[src/rtl/chip_ledger_pkg.sv]
`default_nettype none
// ============================================================================
// Module  : chip_ledger_pkg
// Purpose : Shared opcode, FSM state and default constants for the chip
//           ledger that owns every chip on the two-player table.
// Revision: 1.0 - initial release
// ============================================================================
package chip_ledger_pkg;

   // Betting commands issued by the game FSM; only 3'd7 is undefined.
   typedef enum logic [2:0] {
      NEW_GAME = 3'd0,
      BET      = 3'd1,
      CALL     = 3'd2,
      FOLD     = 3'd3,
      COLLECT  = 3'd4,
      AWARD    = 3'd5,
      SPLIT    = 3'd6
   } ledger_op_t;

   // Command sequencer states.
   typedef enum logic [2:0] {
      IDLE  = 3'd0,
      EXEC  = 3'd1,
      COLL0 = 3'd2,
      COLL1 = 3'd3,
      RESP  = 3'd4
   } ledger_state_t;

   localparam int LEDGER_START_STACK = 1000;
   localparam int LEDGER_AMT_W       = 11;

endpackage : chip_ledger_pkg
`default_nettype wire

[src/rtl/chip_ledger.sv]
`default_nettype none
// ============================================================================
// Module  : chip_ledger
// Purpose : Sequential chip accounting engine. Accepts one betting command at
//           a time over valid/ready, applies it atomically to the stacks,
//           per-round pots and collected pot, then pulses a response.
// Revision: 1.0 - initial release
// ============================================================================
module chip_ledger
   import chip_ledger_pkg::*;
#(
   parameter int START_STACK = LEDGER_START_STACK,
   parameter int AMT_W       = LEDGER_AMT_W
) (
   input  logic             clk,
   input  logic             reset_n,
   input  logic             cmd_valid,
   output logic             cmd_ready,
   input  logic [2:0]       cmd_op,
   input  logic             cmd_player,
   input  logic [AMT_W-1:0] cmd_amount,
   output logic [AMT_W-1:0] player_stacks [2],
   output logic [AMT_W-1:0] player_pots   [2],
   output logic [AMT_W-1:0] pot_size,
   output logic             resp_valid,
   output logic             resp_err,
   output logic             resp_allin
);

   localparam logic [AMT_W-1:0] START_AMT = AMT_W'(START_STACK);

   ledger_state_t    state, state_nxt;

   // Command fields captured at acceptance so the inputs may move afterwards.
   ledger_op_t       op_lat;
   logic             player_lat;
   logic [AMT_W-1:0] amount_lat;
   logic             opp;

   logic [AMT_W-1:0] stacks_nxt [2];
   logic [AMT_W-1:0] pots_nxt   [2];
   logic [AMT_W-1:0] pot_nxt;
   logic             err_nxt;
   logic             allin_nxt;

   logic [AMT_W-1:0] move;
   logic [AMT_W-1:0] owed;
   logic [AMT_W-1:0] half;
   logic [AMT_W:0]   fold_sum;
   logic [AMT_W:0]   fold_total;

   // Chips actually moved: what was asked for, limited by what the player has.
   function automatic logic [AMT_W-1:0] clamp_xfer(input logic [AMT_W-1:0] want,
                                                   input logic [AMT_W-1:0] avail);
      return (want < avail) ? want : avail;
   endfunction

   assign opp       = ~player_lat;
   assign cmd_ready = (state == IDLE);

   // Sequencer state register.
   always_ff @(posedge clk or negedge reset_n) begin
      if (!reset_n) begin
         state <= IDLE;
      end else begin
         state <= state_nxt;
      end
   end

   // Next state plus the post-command ledger values and response flags.
   always_comb begin
      state_nxt  = state;
      stacks_nxt = player_stacks;
      pots_nxt   = player_pots;
      pot_nxt    = pot_size;
      err_nxt    = 1'b0;
      move       = '0;
      owed       = '0;
      half       = '0;
      fold_sum   = '0;
      fold_total = '0;

      case (state)
         IDLE: begin
            if (cmd_valid) state_nxt = EXEC;
         end

         EXEC: begin
            state_nxt = (op_lat == COLLECT) ? COLL0 : RESP;
            case (op_lat)
               NEW_GAME: begin
                  stacks_nxt[0] = START_AMT;
                  stacks_nxt[1] = START_AMT;
                  pots_nxt[0]   = '0;
                  pots_nxt[1]   = '0;
                  pot_nxt       = '0;
               end
               BET: begin
                  if (amount_lat == '0) begin
                     err_nxt = 1'b1;
                  end else begin
                     move                   = clamp_xfer(amount_lat, player_stacks[player_lat]);
                     stacks_nxt[player_lat] = player_stacks[player_lat] - move;
                     pots_nxt[player_lat]   = player_pots[player_lat] + move;
                  end
               end
               CALL: begin
                  // A zero shortfall is a check and moves nothing.
                  if (player_pots[opp] > player_pots[player_lat])
                     owed = player_pots[opp] - player_pots[player_lat];
                  move                   = clamp_xfer(owed, player_stacks[player_lat]);
                  stacks_nxt[player_lat] = player_stacks[player_lat] - move;
                  pots_nxt[player_lat]   = player_pots[player_lat] + move;
               end
               FOLD: begin
                  fold_sum   = {1'b0, pot_size} + {1'b0, player_pots[0]} + {1'b0, player_pots[1]};
                  fold_total = {1'b0, player_stacks[opp]} + fold_sum;
                  // Conservation keeps the carry clear; saturate rather than wrap if it ever sets.
                  stacks_nxt[opp] = fold_total[AMT_W] ? {AMT_W{1'b1}} : fold_total[AMT_W-1:0];
                  pots_nxt[0]     = '0;
                  pots_nxt[1]     = '0;
                  pot_nxt         = '0;
               end
               COLLECT: begin
                  // Work happens in the two collection states.
               end
               AWARD: begin
                  if (player_pots[0] != '0 || player_pots[1] != '0) begin
                     err_nxt = 1'b1;
                  end else begin
                     stacks_nxt[player_lat] = player_stacks[player_lat] + pot_size;
                     pot_nxt                = '0;
                  end
               end
               SPLIT: begin
                  if (player_pots[0] != '0 || player_pots[1] != '0) begin
                     err_nxt = 1'b1;
                  end else begin
                     half                   = pot_size >> 1;
                     stacks_nxt[0]          = player_stacks[0] + half;
                     stacks_nxt[1]          = player_stacks[1] + half;
                     // Odd chip goes to the acting player.
                     stacks_nxt[player_lat] = stacks_nxt[player_lat] + {{(AMT_W-1){1'b0}}, pot_size[0]};
                     pot_nxt                = '0;
                  end
               end
               default: begin
                  err_nxt = 1'b1;
               end
            endcase
         end

         COLL0: begin
            pot_nxt     = pot_size + player_pots[0];
            pots_nxt[0] = '0;
            state_nxt   = COLL1;
         end

         COLL1: begin
            pot_nxt     = pot_size + player_pots[1];
            pots_nxt[1] = '0;
            state_nxt   = RESP;
         end

         RESP: begin
            state_nxt = IDLE;
         end

         default: begin
            state_nxt = IDLE;
         end
      endcase

      allin_nxt = !err_nxt && (stacks_nxt[player_lat] == '0);
   end

   // Capture the command fields on the accepting edge.
   always_ff @(posedge clk or negedge reset_n) begin
      if (!reset_n) begin
         op_lat     <= NEW_GAME;
         player_lat <= 1'b0;
         amount_lat <= '0;
      end else if (state == IDLE && cmd_valid) begin
         op_lat     <= ledger_op_t'(cmd_op);
         player_lat <= cmd_player;
         amount_lat <= cmd_amount;
      end
   end

   // Ledger registers and the one-cycle response, all updated together.
   always_ff @(posedge clk or negedge reset_n) begin
      if (!reset_n) begin
         player_stacks[0] <= START_AMT;
         player_stacks[1] <= START_AMT;
         player_pots[0]   <= '0;
         player_pots[1]   <= '0;
         pot_size         <= '0;
         resp_valid       <= 1'b0;
         resp_err         <= 1'b0;
         resp_allin       <= 1'b0;
      end else begin
         player_stacks <= stacks_nxt;
         player_pots   <= pots_nxt;
         pot_size      <= pot_nxt;
         resp_valid    <= (state_nxt == RESP);
         resp_err      <= (state_nxt == RESP) && err_nxt;
         resp_allin    <= (state_nxt == RESP) && allin_nxt;
      end
   end

endmodule : chip_ledger
`default_nettype wire

[config.mk]
export PLATFORM = sky130hd
export DESIGN_NAME = chip_ledger
export DESIGN_NICKNAME = d
export VERILOG_FILES = /design/src/rtl/chip_ledger_pkg.sv /design/src/rtl/chip_ledger.sv
export SDC_FILE = /design/constraint.sdc
export NUM_CORES = 1
export LEC_CHECK = 0
export BUFFER_PORTS_ARGS = -buffer_cell sky130_fd_sc_hd__clkbuf_2
export CAP_MARGIN = 20
export CORE_AREA = 2 2 151 153
export CTS_CLUSTER_DIAMETER = 60
export DETAILED_ROUTE_END_ITERATION = 6
export DIE_AREA = 0 0 153 155
export GPL_TIMING_DRIVEN = 0
export PLACE_DENSITY_LB_ADDON = 0.1
export SYNTH_ARGS = -nofsm -noshare
export SYNTH_HDL_FRONTEND = slang
export SYNTH_SLANG_ARGS = --single-unit
[constraint.sdc]
create_clock -name clk -period 10 [get_ports clk]
set_input_delay 0.5 -clock clk [delete_from_list [all_inputs] [get_ports clk]]
set_output_delay 0.5 -clock clk [all_outputs]
set_load 0.005 [all_outputs]
==> reports/qor.tcl <==
set qor(first_pass_grt_wire_length_um) 74700
set qor(holdBufCountCts) 0
set qor(ant_nets) 0
set qor(antenna_found_initial) 3
set qor(wirelength_um) 49800
set qor(place.port_buffers) 76
set qor(timing.final.hold_violations) 0
set qor(area_growth_from_synthesis_to_layout_pct) 9.94
set qor(cts_tree) {done}
set qor(max_cap_viol_count) 0
set qor(groute.usage.overall_pct) 41.7
set qor(n_fill_cell) 2084
set qor(holdCritPathClass) {input pin to async pin}
set qor(worstSetupEndpointType) {flop}
set qor(synth.ff_latch_count) 76
set qor(async_reset_ff_share_pct) 100
set qor(setup_violations) 0
set qor(synth_cells) 1535
set qor(place_congestion) 1.04
set qor(ctsHtreeMaxLevel) 3
set qor(cts-root-buf) {sky130_fd_sc_hd__clkbuf_16}
set qor(cts_sinks) 76
set qor(syn-num-nets) 1708
set qor(maximum_number_of_pins_on_one_net_before_global_route_repair) 43
set qor(initial_core_utilization_pct) 53.7
set qor(worst_setup_hold_path_clk_slew_ps) 70
set qor(share_of_layout_cells_above_drive_strength_1_pct) 12.0
set qor(worstSkewPairLatency_ps) 360
set qor(final.period_utilization_pct) 95.7
set qor(crit_fanout) 10
set qor(detailedPlacementHpwl_um) 39000
set qor(grt-ovfl-total) 0
set qor(postCtsSetupRepairBufs) 0
set qor(finClkSkew_ps) 11.7
set qor(seq_area_um2) 1920
set qor(outcome) {complete, no violations}
set qor(critical_path_required_ps) 10300
set qor(min_period_ps) 9570
set qor(timing.critical_path.from_type) {flop}
set qor(ys_seq_area_share_pct) 16.0
set qor(critical_path_class) {flop to flop}
set qor(design.portCount) 77
set qor(routed-via-count) 12807
set qor(timing.critical_path.arrival_ps) 9860
set qor(grt_setup_unrepaired) {no}
set qor(maxSlewViolCount) 0
set qor(cts_buffers) 9
set qor(number_of_global_route_vias_before_repair) 12220
set qor(maxSlewHeadroom_pct) 23.5
set qor(yosys_warnings) 0
set qor(drt_first_pass_iters) 6
set qor(ys_types) 85
set qor(fin_setup_tns_ps) 0
set qor(wl_per_cell_um) 26.0
set qor(fmax_ghz) 0.105
set qor(drc) 0
set qor(route.detailed.vias_per_inst) 6.69
set qor(worstMarginPinSlew_ps) 1140
set qor(layout.nets) 1794
set qor(std_cell_rows) 55
set qor(average_instance_area_after_synthesis_um2) 7.78
set qor(die_h_um) 155
set qor(predominant_post_synthesis_flop_cell) {sky130_fd_sc_hd__dfrtp_1}
set qor(post_synth_instance_area_um2) 11900
set qor(detailedRoute.firstIterationViolations) 1434
set qor(design.core.area_um2) 22200
set qor(cts-root-to-sink-buffers) 2
set qor(postLayoutCoreUtil_pct) 59.1
set qor(x_dimension_of_the_die_um) 153
set qor(area_of_the_multi_input_gates_um2) 9330
set qor(overall_die_area_um2) 23700
set qor(synth_edf_count) 0
[timing repair]
action,CTS,global route
resized for setup,23,10
endpoints found under the setup margin,44,2
pin swaps,1,0
[layout make-up]
class | instances | share of cell area (%)
sequential | 76 | 14.6
timing repair buffer | 80 | 3.26
antenna | 2 | 0.0381
buffer | 66 | 2.52
tap | 285 | 2.72
multi-input combinational | 1269 | 71.1
inverter | 119 | 3.40
clock buffer | 10 | 1.74
clock inverter | 6 | 0.676
[cells in the mapped netlist (11+ instances only)]
cell type                  instances  area (um2)
sky130_fd_sc_hd__a31oi_1          17         106
sky130_fd_sc_hd__nand3_1          23         115
sky130_fd_sc_hd__nand2_1         118         443
sky130_fd_sc_hd__mux2i_1          31         310
sky130_fd_sc_hd__nand2b_1         25         156
sky130_fd_sc_hd__a21oi_1         118         591
sky130_fd_sc_hd__o21a_1           19         143
sky130_fd_sc_hd__ha_1            125        1560
sky130_fd_sc_hd__a21boi_0         13        97.6
sky130_fd_sc_hd__dfstp_2          12         315
sky130_fd_sc_hd__dfrtp_1          64        1600
sky130_fd_sc_hd__a21o_1           32         240
sky130_fd_sc_hd__o211ai_1         11        82.6
sky130_fd_sc_hd__xnor2_1          66         578
sky130_fd_sc_hd__inv_1           116         435
sky130_fd_sc_hd__fa_1             30         601
sky130_fd_sc_hd__xor2_1           35         307
sky130_fd_sc_hd__a211oi_1         19         143
sky130_fd_sc_hd__nor3_1           41         205
sky130_fd_sc_hd__o21bai_1         13        97.6
sky130_fd_sc_hd__clkbuf_1         53         199
sky130_fd_sc_hd__o31ai_1          11        82.6
sky130_fd_sc_hd__o21ai_0         141         706
sky130_fd_sc_hd__nor3b_1          11        82.6
sky130_fd_sc_hd__nor2_1          110         413
sky130_fd_sc_hd__o22ai_1          13        81.3
sky130_fd_sc_hd__nor4_1           16         100
sky130_fd_sc_hd__mux2_2           39         439
sky130_fd_sc_hd__nor2b_1          23         144
[path summary, 6_finish.rpt]
| kind | from | endpoint | slack (ps) | depth (start not counted) |
|---|---|---|---|---|
| setup / recovery | player_lat$_DFFE_PN0P_ | resp_allin$_DFF_PN0_ | 430 | 24 |
| hold / removal | reset_n | amount_lat[8]$_DFFE_PN0P_ | 150 | 1 |
| setup reg to reg | player_lat$_DFFE_PN0P_ | resp_allin$_DFF_PN0_ | 430 | 24 |
| hold reg to reg | state[2]$_DFF_PN0_ | state[1]$_DFF_PN0_ | 560 | 1 |
| max in group asynchronous | reset_n | pot_size[9]$_DFFE_PN0P_ | 9210 | 2 |
| min in group clk | cmd_player | player_lat$_DFFE_PN0P_ | 340 | 3 |
[cells in the final DEF, fill, tap and decap left out, types with 39 or more instances in the layout]
| master | Yosys | layout |
|---|---|---|
| sky130_fd_sc_hd__a21oi_1 | 118 | 117 |
| sky130_fd_sc_hd__nand2_1 | 118 | 118 |
| sky130_fd_sc_hd__clkbuf_2 | 0 | 78 |
| sky130_fd_sc_hd__mux2_2 | 39 | 39 |
| sky130_fd_sc_hd__xnor2_1 | 66 | 66 |
| sky130_fd_sc_hd__inv_1 | 116 | 116 |
| sky130_fd_sc_hd__o21ai_0 | 141 | 139 |
| sky130_fd_sc_hd__nor2_1 | 110 | 110 |
| sky130_fd_sc_hd__nor3_1 | 41 | 41 |
| sky130_fd_sc_hd__dfrtp_1 | 64 | 64 |
| sky130_fd_sc_hd__clkbuf_1 | 53 | 46 |
| sky130_fd_sc_hd__ha_1 | 125 | 125 |
[routing by layer]
metal	part of all wire [%]	vias to the layer above	global-route usage, %
met1	39	6051	51.7
met2	44	757	66.1
li1	-	5773	-
met5	0.022	-	0
met4	7.8	2	27.7
met3	9.4	224	8.33
[worst max-delay path: stages (launching register included)]
cell and delay (ps):
sky130_fd_sc_hd__dfrtp_1 370, sky130_fd_sc_hd__buf_4 190, sky130_fd_sc_hd__clkinv_1 250, sky130_fd_sc_hd__clkbuf_1 680
sky130_fd_sc_hd__clkbuf_1 600, sky130_fd_sc_hd__buf_1 540, sky130_fd_sc_hd__buf_1 840, sky130_fd_sc_hd__clkbuf_1 850
sky130_fd_sc_hd__a21boi_0 470, sky130_fd_sc_hd__fa_1 650, sky130_fd_sc_hd__inv_1 40, sky130_fd_sc_hd__ha_1 200
sky130_fd_sc_hd__or3_1 410, sky130_fd_sc_hd__nand2b_1 160, sky130_fd_sc_hd__a2bb2oi_1 150, sky130_fd_sc_hd__a31o_2 280
sky130_fd_sc_hd__xnor2_1 440, sky130_fd_sc_hd__clkbuf_1 490, sky130_fd_sc_hd__a31oi_1 200, sky130_fd_sc_hd__a2111oi_2 470
sky130_fd_sc_hd__o21ai_0 150, sky130_fd_sc_hd__o21a_1 140, sky130_fd_sc_hd__nor3_1 150, sky130_fd_sc_hd__or4b_2 610
sky130_fd_sc_hd__a2bb2oi_2 140
[kinds of logic after synthesis]
family          after synthesis  share of synthesized area (%)
fa+ha+maj                   155                           18.1
flops                        76                           16.0
compound gates              512                           27.9
mux                          71                           6.37
simple gates                430                           17.9
xor+xnor                    101                           7.41
buf+inv                     190                           6.21
[per-stage QoR]
stage / std cells / area, um2 / hold WS [ps] / worst slack [ps]
after detailed placement: 1900 / 12700 / 534 / -2830
after global placement: 1896 / 12700 / 536 / -2860
after floorplan: 1535 / 11900 / 204 / 412
final: 1913 / 13100 / 146 / 432
after CTS: 1914 / 13100 / 156 / 89.4
after global routing: 1911 / 13100 / 182 / 160
[flip-flops by register name, summed over array words and instances, names as in the netlist, 3 cells and up]
name and flops:
player_pots 22, pot_size 11, amount_lat 11, state 3, player_stacks 22, op_lat 3
Power is left out: the tool's default activity adds up to more than one toggle a clock period on the data nets, which glitch-free logic cannot reach.
